--- src/rtl/cmd_issuer.sv ---
// Command issuer: pops commands from the queue FIFO, drops NOPs, drains on BARRIER and
// dispatches everything else round-robin to N_PE processing elements. Optional: ISSUER_PERF_CNT_EN.
module cmd_issuer #(
   parameter int CMD_WIDTH = 248,
   parameter int N_PE      = 4,
   parameter int PE_IDX_W  = $clog2(N_PE)
) (
   input  logic                 i_clk,
   input  logic                 i_rstn,
   input  logic                 i_fifo_empty,
   input  logic [CMD_WIDTH-1:0] i_cmd,
   output logic                 o_read,
   output logic [CMD_WIDTH-1:0] o_cmd,
   output logic [N_PE-1:0]      o_pe_valid,
   input  logic [N_PE-1:0]      i_pe_ready,
   input  logic [N_PE-1:0]      i_pe_busy,
`ifdef ISSUER_PERF_CNT_EN
   output logic                 o_busy,
   output logic [31:0]          o_issue_cnt,
   output logic [31:0]          o_stall_cnt
`else
   output logic                 o_busy
`endif
);

   typedef enum logic [2:0] {S_IDLE, S_LOAD, S_ARB, S_ISSUE, S_DRAIN} state_t;

   localparam logic [3:0] OP_NOP     = 4'h0;
   localparam logic [3:0] OP_BARRIER = 4'hF;

   state_t                state_q, state_d;
   logic                  read_q, read_d;
   logic [CMD_WIDTH-1:0]  cmd_q, cmd_d;
   logic [N_PE-1:0]       pe_valid_q, pe_valid_d;
   logic [PE_IDX_W-1:0]   rr_q, rr_d;
   logic [PE_IDX_W-1:0]   sel_q, sel_d;
   logic                  busy_q;
   logic                  arb_hit;
   logic [PE_IDX_W-1:0]   arb_sel;
   logic                  xfer;
   int                    idx;

   function automatic logic [PE_IDX_W-1:0] next_ptr(input logic [PE_IDX_W-1:0] p);
      if (p == PE_IDX_W'(N_PE - 1)) return '0;
      return p + PE_IDX_W'(1);
   endfunction

   // First ready PE at or after rr_q, wrapping; only indices below N_PE are formed.
   always_comb begin
      arb_hit = 1'b0;
      arb_sel = rr_q;
      idx     = 0;
      for (int i = 0; i < N_PE; i++) begin
         idx = int'(rr_q) + i;
         if (idx >= N_PE) idx = idx - N_PE;
         if (!arb_hit && i_pe_ready[PE_IDX_W'(idx)]) begin
            arb_hit = 1'b1;
            arb_sel = PE_IDX_W'(idx);
         end
      end
   end

   assign xfer = (state_q == S_ISSUE) && i_pe_ready[sel_q];

   always_comb begin
      state_d    = state_q;
      read_d     = 1'b0;
      cmd_d      = cmd_q;
      pe_valid_d = pe_valid_q;
      rr_d       = rr_q;
      sel_d      = sel_q;
      case (state_q)
         S_IDLE: begin
            if (!i_fifo_empty) begin
               read_d  = 1'b1;
               state_d = S_LOAD;
            end
         end
         S_LOAD: begin
            // The pop strobe is visible during the first LOAD cycle; the word arrives one cycle later.
            if (!read_q) begin
               cmd_d = i_cmd;
               case (i_cmd[CMD_WIDTH-1 -: 4])
                  OP_NOP:     state_d = S_IDLE;
                  OP_BARRIER: state_d = S_DRAIN;
                  default:    state_d = S_ARB;
               endcase
            end
         end
         S_ARB: begin
            if (arb_hit) begin
               pe_valid_d          = '0;
               pe_valid_d[arb_sel] = 1'b1;
               sel_d               = arb_sel;
               state_d             = S_ISSUE;
            end
         end
         S_ISSUE: begin
            if (xfer) begin
               pe_valid_d = '0;
               rr_d       = next_ptr(sel_q);
               state_d    = S_IDLE;
            end
         end
         S_DRAIN: begin
            if (i_pe_busy == '0) state_d = S_IDLE;
         end
         default: state_d = S_IDLE;
      endcase
   end

   always_ff @(posedge i_clk or negedge i_rstn) begin
      if (!i_rstn) begin
         state_q    <= S_IDLE;
         read_q     <= 1'b0;
         cmd_q      <= '0;
         pe_valid_q <= '0;
         rr_q       <= '0;
         sel_q      <= '0;
         busy_q     <= 1'b0;
      end else begin
         state_q    <= state_d;
         read_q     <= read_d;
         cmd_q      <= cmd_d;
         pe_valid_q <= pe_valid_d;
         rr_q       <= rr_d;
         sel_q      <= sel_d;
         busy_q     <= (state_d != S_IDLE);
      end
   end

   assign o_read     = read_q;
   assign o_cmd      = cmd_q;
   assign o_pe_valid = pe_valid_q;
   assign o_busy     = busy_q;

`ifdef ISSUER_PERF_CNT_EN
   logic [31:0] issue_cnt_q, stall_cnt_q;
   logic        stall;

   assign stall = ((state_q == S_ARB) && !arb_hit) || ((state_q == S_ISSUE) && !xfer);

   always_ff @(posedge i_clk or negedge i_rstn) begin
      if (!i_rstn) begin
         issue_cnt_q <= '0;
         stall_cnt_q <= '0;
      end else begin
         if (xfer)  issue_cnt_q <= issue_cnt_q + 32'd1;
         if (stall) stall_cnt_q <= stall_cnt_q + 32'd1;
      end
   end

   assign o_issue_cnt = issue_cnt_q;
   assign o_stall_cnt = stall_cnt_q;
`endif

endmodule

--- config.mk ---
export PLATFORM = sky130hd
export DESIGN_NAME = cmd_issuer
export DESIGN_NICKNAME = d
export VERILOG_FILES = /design/src/rtl/cmd_issuer.sv
export SDC_FILE = /design/constraint.sdc
export NUM_CORES = 1
export LEC_CHECK = 0
export ABC_AREA = 1
export ABC_CLOCK_PERIOD_IN_PS = 1530
export CAP_MARGIN = 20
export CELL_PAD_IN_SITES_DETAIL_PLACEMENT = 1
export CELL_PAD_IN_SITES_GLOBAL_PLACEMENT = 1
export CORE_MARGIN = 2
export CORE_UTILIZATION = 26
export CTS_BUF_LIST = sky130_fd_sc_hd__clkbuf_4
export CTS_CLUSTER_DIAMETER = 80
export DETAILED_ROUTE_END_ITERATION = 12
export GPL_TIMING_DRIVEN = 0
export PLACE_DENSITY = 0.87
export SETUP_SLACK_MARGIN = 0.02
export SLEW_MARGIN = 20
export SYNTH_ARGS = -nofsm -noshare
export SYNTH_HDL_FRONTEND = slang
export SYNTH_SLANG_ARGS = --single-unit
--- constraint.sdc ---
create_clock -name i_clk -period 1.53 [get_ports i_clk]
set_clock_uncertainty 0.15 [all_clocks]
set_input_delay 0.2295 -clock i_clk [delete_from_list [all_inputs] [get_ports i_clk]]
set_output_delay 0.2295 -clock i_clk [all_outputs]
set_load 0.01 [all_outputs]
# Word level (Yosys, flattened, before mapping)
# Cells that the tools add are included.
word_totals:
  register_bits: 261
  output_inout_bits: 254
op_classes:
  add_sub_neg: 8
  order_cmp: 11
  eq_ne: 8
  n_mux: 45
  bitwise: 1
  n_reduce_logical: 17
op_table:
  columns: ["operator", "n"]
  rows:
  - ["$mux W2", 10]
  - ["$mux W1", 19]
  - ["$lt A2 B4 Y1 const B", 4]
  - ["$mux W3", 5]
  - ["$pmux W3 S5", 1]
  - ["$bmux W1 S2", 5]
  - ["$ge A3 B3 Y1 const B", 3]
  - ["$logic_not A4 Y1", 2]
  - ["$mux W4", 2]
  - ["$pmux W4 S2", 1]
  - ["$sub A2 B1 Y2 const B", 4]
  - ["$add A2 B2 Y3 const B", 2]
  - ["$eq A3 B2 Y1 const B", 2]
  - ["$lt A2 B3 Y1 const B", 2]
  - ["$pmux W3 S2", 1]
  - ["$reduce_and A2 Y1", 3]
  - ["$logic_and A1 B1 Y1", 5]
  - ["$eq A4 B4 Y1 const B", 1]
  - ["$ne A2 B2 Y1 const B", 2]
  - ["$add A2 B1 Y3 const B", 1]
  - ["$eq A3 B1 Y1 const B", 1]
  - ["$eq A3 B3 Y1 const B", 1]
  - ["$ge A2 B3 Y1 const B", 1]
  - ["$logic_not A1 Y1", 3]
  - ["other kinds (9)", 9]

# Logic depth before layout (Yosys ltp)
# Gate-level depths: netlist of the first run.
logic_depth:
  word_depth: 21
  ltp_mapped: 15
  mapped_depth_nobuf: 14

# Worst setup path after synthesis of the first run
# No wires, ideal clock.
synth_timing:
  path_type: "reg-to-reg"
  from: "register rr_q[0]"
  to: "register pe_valid_q[0], in the netlist o_pe_valid[0]"
  setup_time_ns: 0.116
  t_arrival_ns: 1.358
  t_required_ns: 1.264
  slack_ns: -0.095
  path_stages_with_launch: 14
  cell_sequence: "dfrtp_1 -> buf_4 -> nand2_1 -> nand2_1 -> nand2_1 -> nand2_2 -> nor2_8 -> nand2_1 -> nand2_1 -> nand2_1 -> nand2_2 -> nand2_1 -> nand2_1 -> nand2_1"
synth_between:
  elab_chain_cells: 21
  word_cells_on_any_way: 50
synth_rtl:
  columns: ["element", "line", "rtl"]
  rows:
  - ["from (decl)", "35", "logic [PE_IDX_W-1:0] rr_q, rr_d;"]
  - ["from (signal assigned)", "126", "rr_q <= rr_d;"]
  - ["branches (longest 21 deep; another with $add A2 B1 Y3)", null, null]
  - ["to (signal assigned)", "125", "pe_valid_q <= pe_valid_d;"]
  - ["to (decl)", "34", "logic [N_PE-1:0] pe_valid_q, pe_valid_d;"]
# Parallel ways; which one is timed is not known. The select of a mux whose other input is x is not followed.
# A chain may end at the register's enable or synchronous reset.

# Final worst setup path of the first run
layout_timing:
  from: "register rr_q[0]"
  to: "register pe_valid_q[1], in the netlist o_pe_valid[1]"
# The elaborated chain is that of the path after synthesis.

==> results.cfg, run 1 <==
[outcome]
status = finished with violations
failed_checks = hold timing, setup timing

[yosys]
synthDistinctLibCells = 27
syn_inst = 1193
synth_nets = 1453
ys_seq_area_share_pct = 63.6
syn_avg_cell_area_um2 = 8.61
synth_edf_count = 0
synthTopCellsByArea = dfrtp_1 (64%), nand2_1 (29%), buf_2 (2.0%)
synth_top_area_share_pct = 63.6
synthesis.area_um2 = 10300
ys_top_cells_by_count = nand2_1 (794), dfrtp_1 (261), buf_2 (42), inv_1 (13), nand3_1 (13)
ys.flop_type = dfrtp_1
post-synth-top-count-cell = nand2_1
yosysWarnings = 0
async_reset_ff_share_pct = 100
yosysTopAreaCell = dfrtp_1
synth-seq-cells = 261

[sta]
hold_viol_final = 71
min_period_ps = 1990
maxSlewViolCount = 0
fmax_mhz = 503
setup_viol = 514
max_slew.worst_pin.slew_ps = 601
fin_worst_hold_slack_ps = -136
slew_headroom_pct = 59.9
period_share_pct = 130
rsz0062_at_grt = yes
setup_ws_ps = -456

[floorplanning]
core_um2 = 38800
die_x_um = 203
floorplan.rows = 72
fp.dieH_um = 203
die_area_um2 = 41100
ios = 513
start_util_pct = 26.5

[min_path]
min_path_type = in -> async

[layout]
area_growth_pct = 135
fin_area_um2 = 24100
drive_gt1_share_pct = 47.7
nNetsFinal = 2478
final_core_util_pct = 62.1

[global_route]
grt-ovfl-total = 0
grt.total_usage_pct = 30.2
grt_pass1_vias = 15531
grt_max_degree = 98
grt_pass1_wl_um = 93900
antenna_found_initial = 17

[setup_path]
slowest_stage = dfrtp_1
crit_chain = inv_2 -> buf_6 -> nand2_2 -> nand2_4 -> nand2_1 -> nand2_2 -> nand4_1 -> buf_4 -> nand2_4 -> nand2_2 -> nand2_1 -> nand2_1
r2r_start = rr_q[0]
critPathMaxFanout = 5
r2r-end = o_pe_valid[1]
r2r_cells = 12
end_kind = register
startpoint_type = register
startpoint = rr_q[0]
crit_end = o_pe_valid[1]
cp.required_ps = 2010
critPathKind = reg -> reg
cp_slowest_stage_delay_ps = 450
reg2reg_slack_ps = -460
arrival_ps = 2460

[run]
cap_violations = 0

[pwr]
ir_worst_vdd_mv = 1.24
power_per_cell_area_nw_per_um2 = 2340
leakage_nw = 12.2

[detailed_routing]
drc = 0
antenna_left = 0
viasPerCell = 4.97
wirelength_um = 78600
dr.pass1.iters = 5
initialDrtViolationCount = 768
route.vias.total = 13936
wl_per_cell_um = 28.0

[placement]
place_area_um2 = 16200
io_buffers = 512
gp_congestion = 0.870
dp_hpwl_um = 30600
post-place-ws_ps = -694

[clocking]
cts_hold_buf = 250
cts_sinks = 261
cts-htree-levels = 3
cts_buffers = 75
cts_tree = done
ctsRootBufferMaster = clkbuf_4
clk_latency_ps = 750
ctsLongestPathBuffers = 3
cts.clk_slew.worst_paths_ps = 90
-- cells in the final DEF (no fill, tap or decap), drive strengths merged, types with 7 or more instances in the layout --
master | synthesis | final
diode | 0 | 15
dlygate4sd3 | 0 | 250
nand3 | 13 | 13
nand2 | 808 | 808
inv | 18 | 20
nor2 | 10 | 10
dfrtp | 261 | 261
buf | 45 | 468
clkdlybuf4s50 | 0 | 257
clkbuf | 12 | 140
o21ai | 7 | 7
clkinv | 0 | 17
-- routing by layer --
metal / track usage [%] / vias up / part of all wire, %
met2: 55.1 / 850 / 51
met1: 30.6 / 6949 / 33
met4: 18.4 / 4 / 8.6
li1: - / 5730 / -
met3: 8.43 / 403 / 7.1
met5: 0 / - / 0.027
-- stage by stage --
stage | total power, W | TNS, ps | hold WS (ps) | std cells
final | 0.0564 | -105820 | -136 | 2803
after global routing | 0.0582 | -135720 | -111 | 2803
after CTS | 0.0432 | -86890 | -150 | 2746
after detailed placement | 0.0314 | -92940 | 97.8 | 2225
after global placement | 0.0305 | -3037560 | 311 | 2223
after floorplan | 0.0207 | -337 | -216 | 1193
-- what timing repair did --
item | in CTS | in global routing
gates cloned | 16 | 26
hold endpoints to repair | 512 | 71
setup endpoints to repair | 514 | 514
buffers inserted | 126 | 24
gates resized for setup | 1373 | 679
pin swaps | 39 | 151
-- sequential cells by signal (all words and copies together) (netlist names) --
| name | flops |
|---|---|
| rr_q | 2 |
| o_cmd | 248 |
| state_q | 3 |
| sel_q | 2 |
| o_pe_valid | 4 |
| o_read | 1 |
| o_busy | 1 |
-- how the worst min path moves through the flow --
stage | from | to | slack [ps] | cells after the start
after detailed placement | i_rstn | o_cmd[55] | 100 | 1
after CTS | i_rstn | o_cmd[19] | -150 | 2
after global routing | i_rstn | o_cmd[10] | -110 | 2
after floorplan | i_rstn | o_busy | -220 | 0
final | i_rstn | o_cmd[10] | -140 | 2
after global placement | o_cmd[181] | o_cmd[181] | 310 | 2
-- worst max-delay path: cells and delay by family (launching register included) --
family / cells / cell delay, ps
and+or+nand+nor: 9 / 790
buffers and inverters: 3 / 480
DFF: 1 / 450
-- kinds of logic (layout without fill, tap and decap cells) --
group	after synthesis	after routing	synth area share (%)
buf+inv	75	1152	3.42
other cells	0	15	0
simple gates	844	844	32.2
fa+ha+maj	1	1	0.122
flops	261	261	63.6
compound gates	12	12	0.670
-- area by class of cell --
class | instances | area [µm²]
flip-flops and latches | 261 | 6540
well taps | 518 | 648
clock inverters | 19 | 73.8
repair buffers | 953 | 9520
plain buffers | 52 | 875
clock buffers | 110 | 826
diodes | 15 | 37.5
fillers | 4070 | 14700
multi-input cells | 857 | 5530
inverters | 18 | 80.1
-- report_power, final --
group	internal [W]	switching (W)	total [W]	leakage (nW)
Sequential	0.0104	0.00373	0.0141	3.21
Combinational	0.0167	0.0184	0.0351	8.41
Clock	0.00328	0.00392	0.00720	0.546
(Power assumes the default switching activity.)
==> run 2: changes to the inputs <==
--- a/config.mk
+++ b/config.mk
@@ -17,6 +17,7 @@
 export DETAILED_ROUTE_END_ITERATION = 12
 export GPL_TIMING_DRIVEN = 0
 export PLACE_DENSITY = 0.87
+export REMOVE_ABC_BUFFERS = 1
 export SETUP_SLACK_MARGIN = 0.02
 export SLEW_MARGIN = 20
 export SYNTH_ARGS = -nofsm -noshare
==> results.cfg, run 2 (synthesized netlist as in run 1, its figures left out) <==
[detailed_routing]
antenna_left = 0
viasPerCell = 5.18
initialDrtViolationCount = 891
wl_per_cell_um = 30.5
dr.pass1.iters = 5
wirelength_um = 83000
drc = 0
route.vias.total = 14090

[sta]
min_period_ps = 1960
max_slew.worst_pin.slew_ps = 491
fin_worst_hold_slack_ps = -209
rsz0062_at_grt = yes
setup_viol = 514
fmax_mhz = 511
hold_viol_final = 49
slew_headroom_pct = 67.3
setup_ws_ps = -428
maxSlewViolCount = 0
period_share_pct = 128

[setup_path]
startpoint = state_q[1]
startpoint_type = register
cp.required_ps = 2000
end_kind = register
reg2reg_slack_ps = -430
cp_slowest_stage_delay_ps = 470
crit_path_frequent_cell = buf_16
slowest_stage = dfrtp_1
r2r-end = o_cmd[114]
crit_chain = nor3_4 -> nand2_4 -> buf_12 -> buf_16 -> buf_16 -> clkbuf_16 -> nand2_2 -> nand2_1
critPathMaxFanout = 8
critPathKind = reg -> reg
r2r_start = state_q[1]
crit_end = o_cmd[114]
arrival_ps = 2430
r2r_cells = 8

[clocking]
ctsRootBufferMaster = clkbuf_4
cts_hold_buf = 250
cts.clk_slew.worst_paths_ps = 130
cts-htree-levels = 3
cts_buffers = 78
cts_sinks = 261
ctsLongestPathBuffers = 3
cts_tree = done
clk_latency_ps = 750

[placement]
io_buffers = 512
dp_hpwl_um = 28300
gp_congestion = 0.817
post-place-ws_ps = -1470

[layout]
nFillCells = 4092
largest_reg_flops = 248
multi_input_area_um2 = 5690
layout_commonest_cell = nand2_1
area_growth_pct = 128
final_core_util_pct = 60.2
seq_area_um2 = 6540
mostFrequentLayoutCells = nand2_1 (341), clkdlybuf4s50_1 (257), nand2_2 (253), dfrtp_1 (253), dlygate4sd3_1 (249)
nNetsFinal = 2402
drive_gt1_share_pct = 47.2

[global_route]
grt.total_usage_pct = 30.4
grt_max_degree = 75
grt_pass1_vias = 14967
antenna_found_initial = 9
grt_pass1_wl_um = 92700
grt-ovfl-total = 0

[floorplanning]
die_x_um = 203
floorplan.rows = 72
start_util_pct = 26.5
core_um2 = 38800
die_area_um2 = 41100
fp.dieH_um = 203
ios = 513

[pwr]
power_per_cell_area_nw_per_um2 = 2360
leakage_nw = 11.9
ir_worst_vdd_mv = 1.11

[run]
cap_violations = 0

[outcome]
failed_checks = hold timing, setup timing
status = finished with violations

[min_path]
min_path_type = in -> async
==> run 2: final cells by class <==
cell class	instances	share of cell area [%]
Antenna cell	9	0.0963
Clock buffer	116	3.73
Clock inverter	14	0.455
Inverter	18	0.455
Multi-Input combinational cell	858	24.3
Sequential cell	261	28.0
Tap cell	518	2.77
Timing Repair Buffer	909	38.6
Timing Repair inverter	16	1.61
==> run 2: stage by stage <==
stage | cells | setup TNS [ps] | cell area [µm²] | power [W]
2_1_floorplan | 1136 | -1765520 | 9990 | 0.0175
3_3_place_gp | 2166 | -6619000 | 15800 | 0.0198
3_5_place_dp | 2174 | -284960 | 16000 | 0.0308
4_1_cts | 2642 | -104930 | 19900 | 0.0413
5_1_grt | 2719 | -157270 | 23400 | 0.0567
6_report | 2719 | -133490 | 23400 | 0.0552
==> run 2: timing repair <==
action | 4_1_cts | 5_1_grt
gates resized for setup | 1134 | 754
gates cloned | 32 | 39
endpoints found under the hold margin | 440 | 49
endpoints found under the setup margin | 514 | 514
pin swaps | 17 | 148
buffers inserted | 56 | 36
==> run 2: where the power goes <==
part / leakage [nW] / switching, W / internal [W]
Sequential: 3.20 / 0.00368 / 0.0104
Combinational: 8.16 / 0.0194 / 0.0140
Clock: 0.586 / 0.00401 / 0.00377
==> run 2: layer usage <==
metal	vias to the layer above	GRT usage [%]	part of all wire, %
met1	6996	31.2	33
li1	5582	-	-
met2	1002	53.5	49
met3	510	8.89	8.5
met5	-	0	0
met4	0	20.6	9.5
==> run 2: worst max-delay path: cells and delay by family (launching register included) <==
family,cells,cell delay [ps]
DFF,1,470
and+or+nand+nor,4,480
buffers and inverters,4,700
==> run 2: how the worst min path moves through the flow <==
stage	start	to	slack, ps	depth (start not counted)
after floorplan	i_rstn	o_busy	-220	0
after global placement	o_cmd[121]	o_cmd[121]	310	2
after detailed placement	i_rstn	o_cmd[80]	20	1
after CTS	i_rstn	o_cmd[161]	-260	2
after global routing	i_rstn	o_cmd[118]	-190	2
final	i_rstn	o_cmd[118]	-210	2
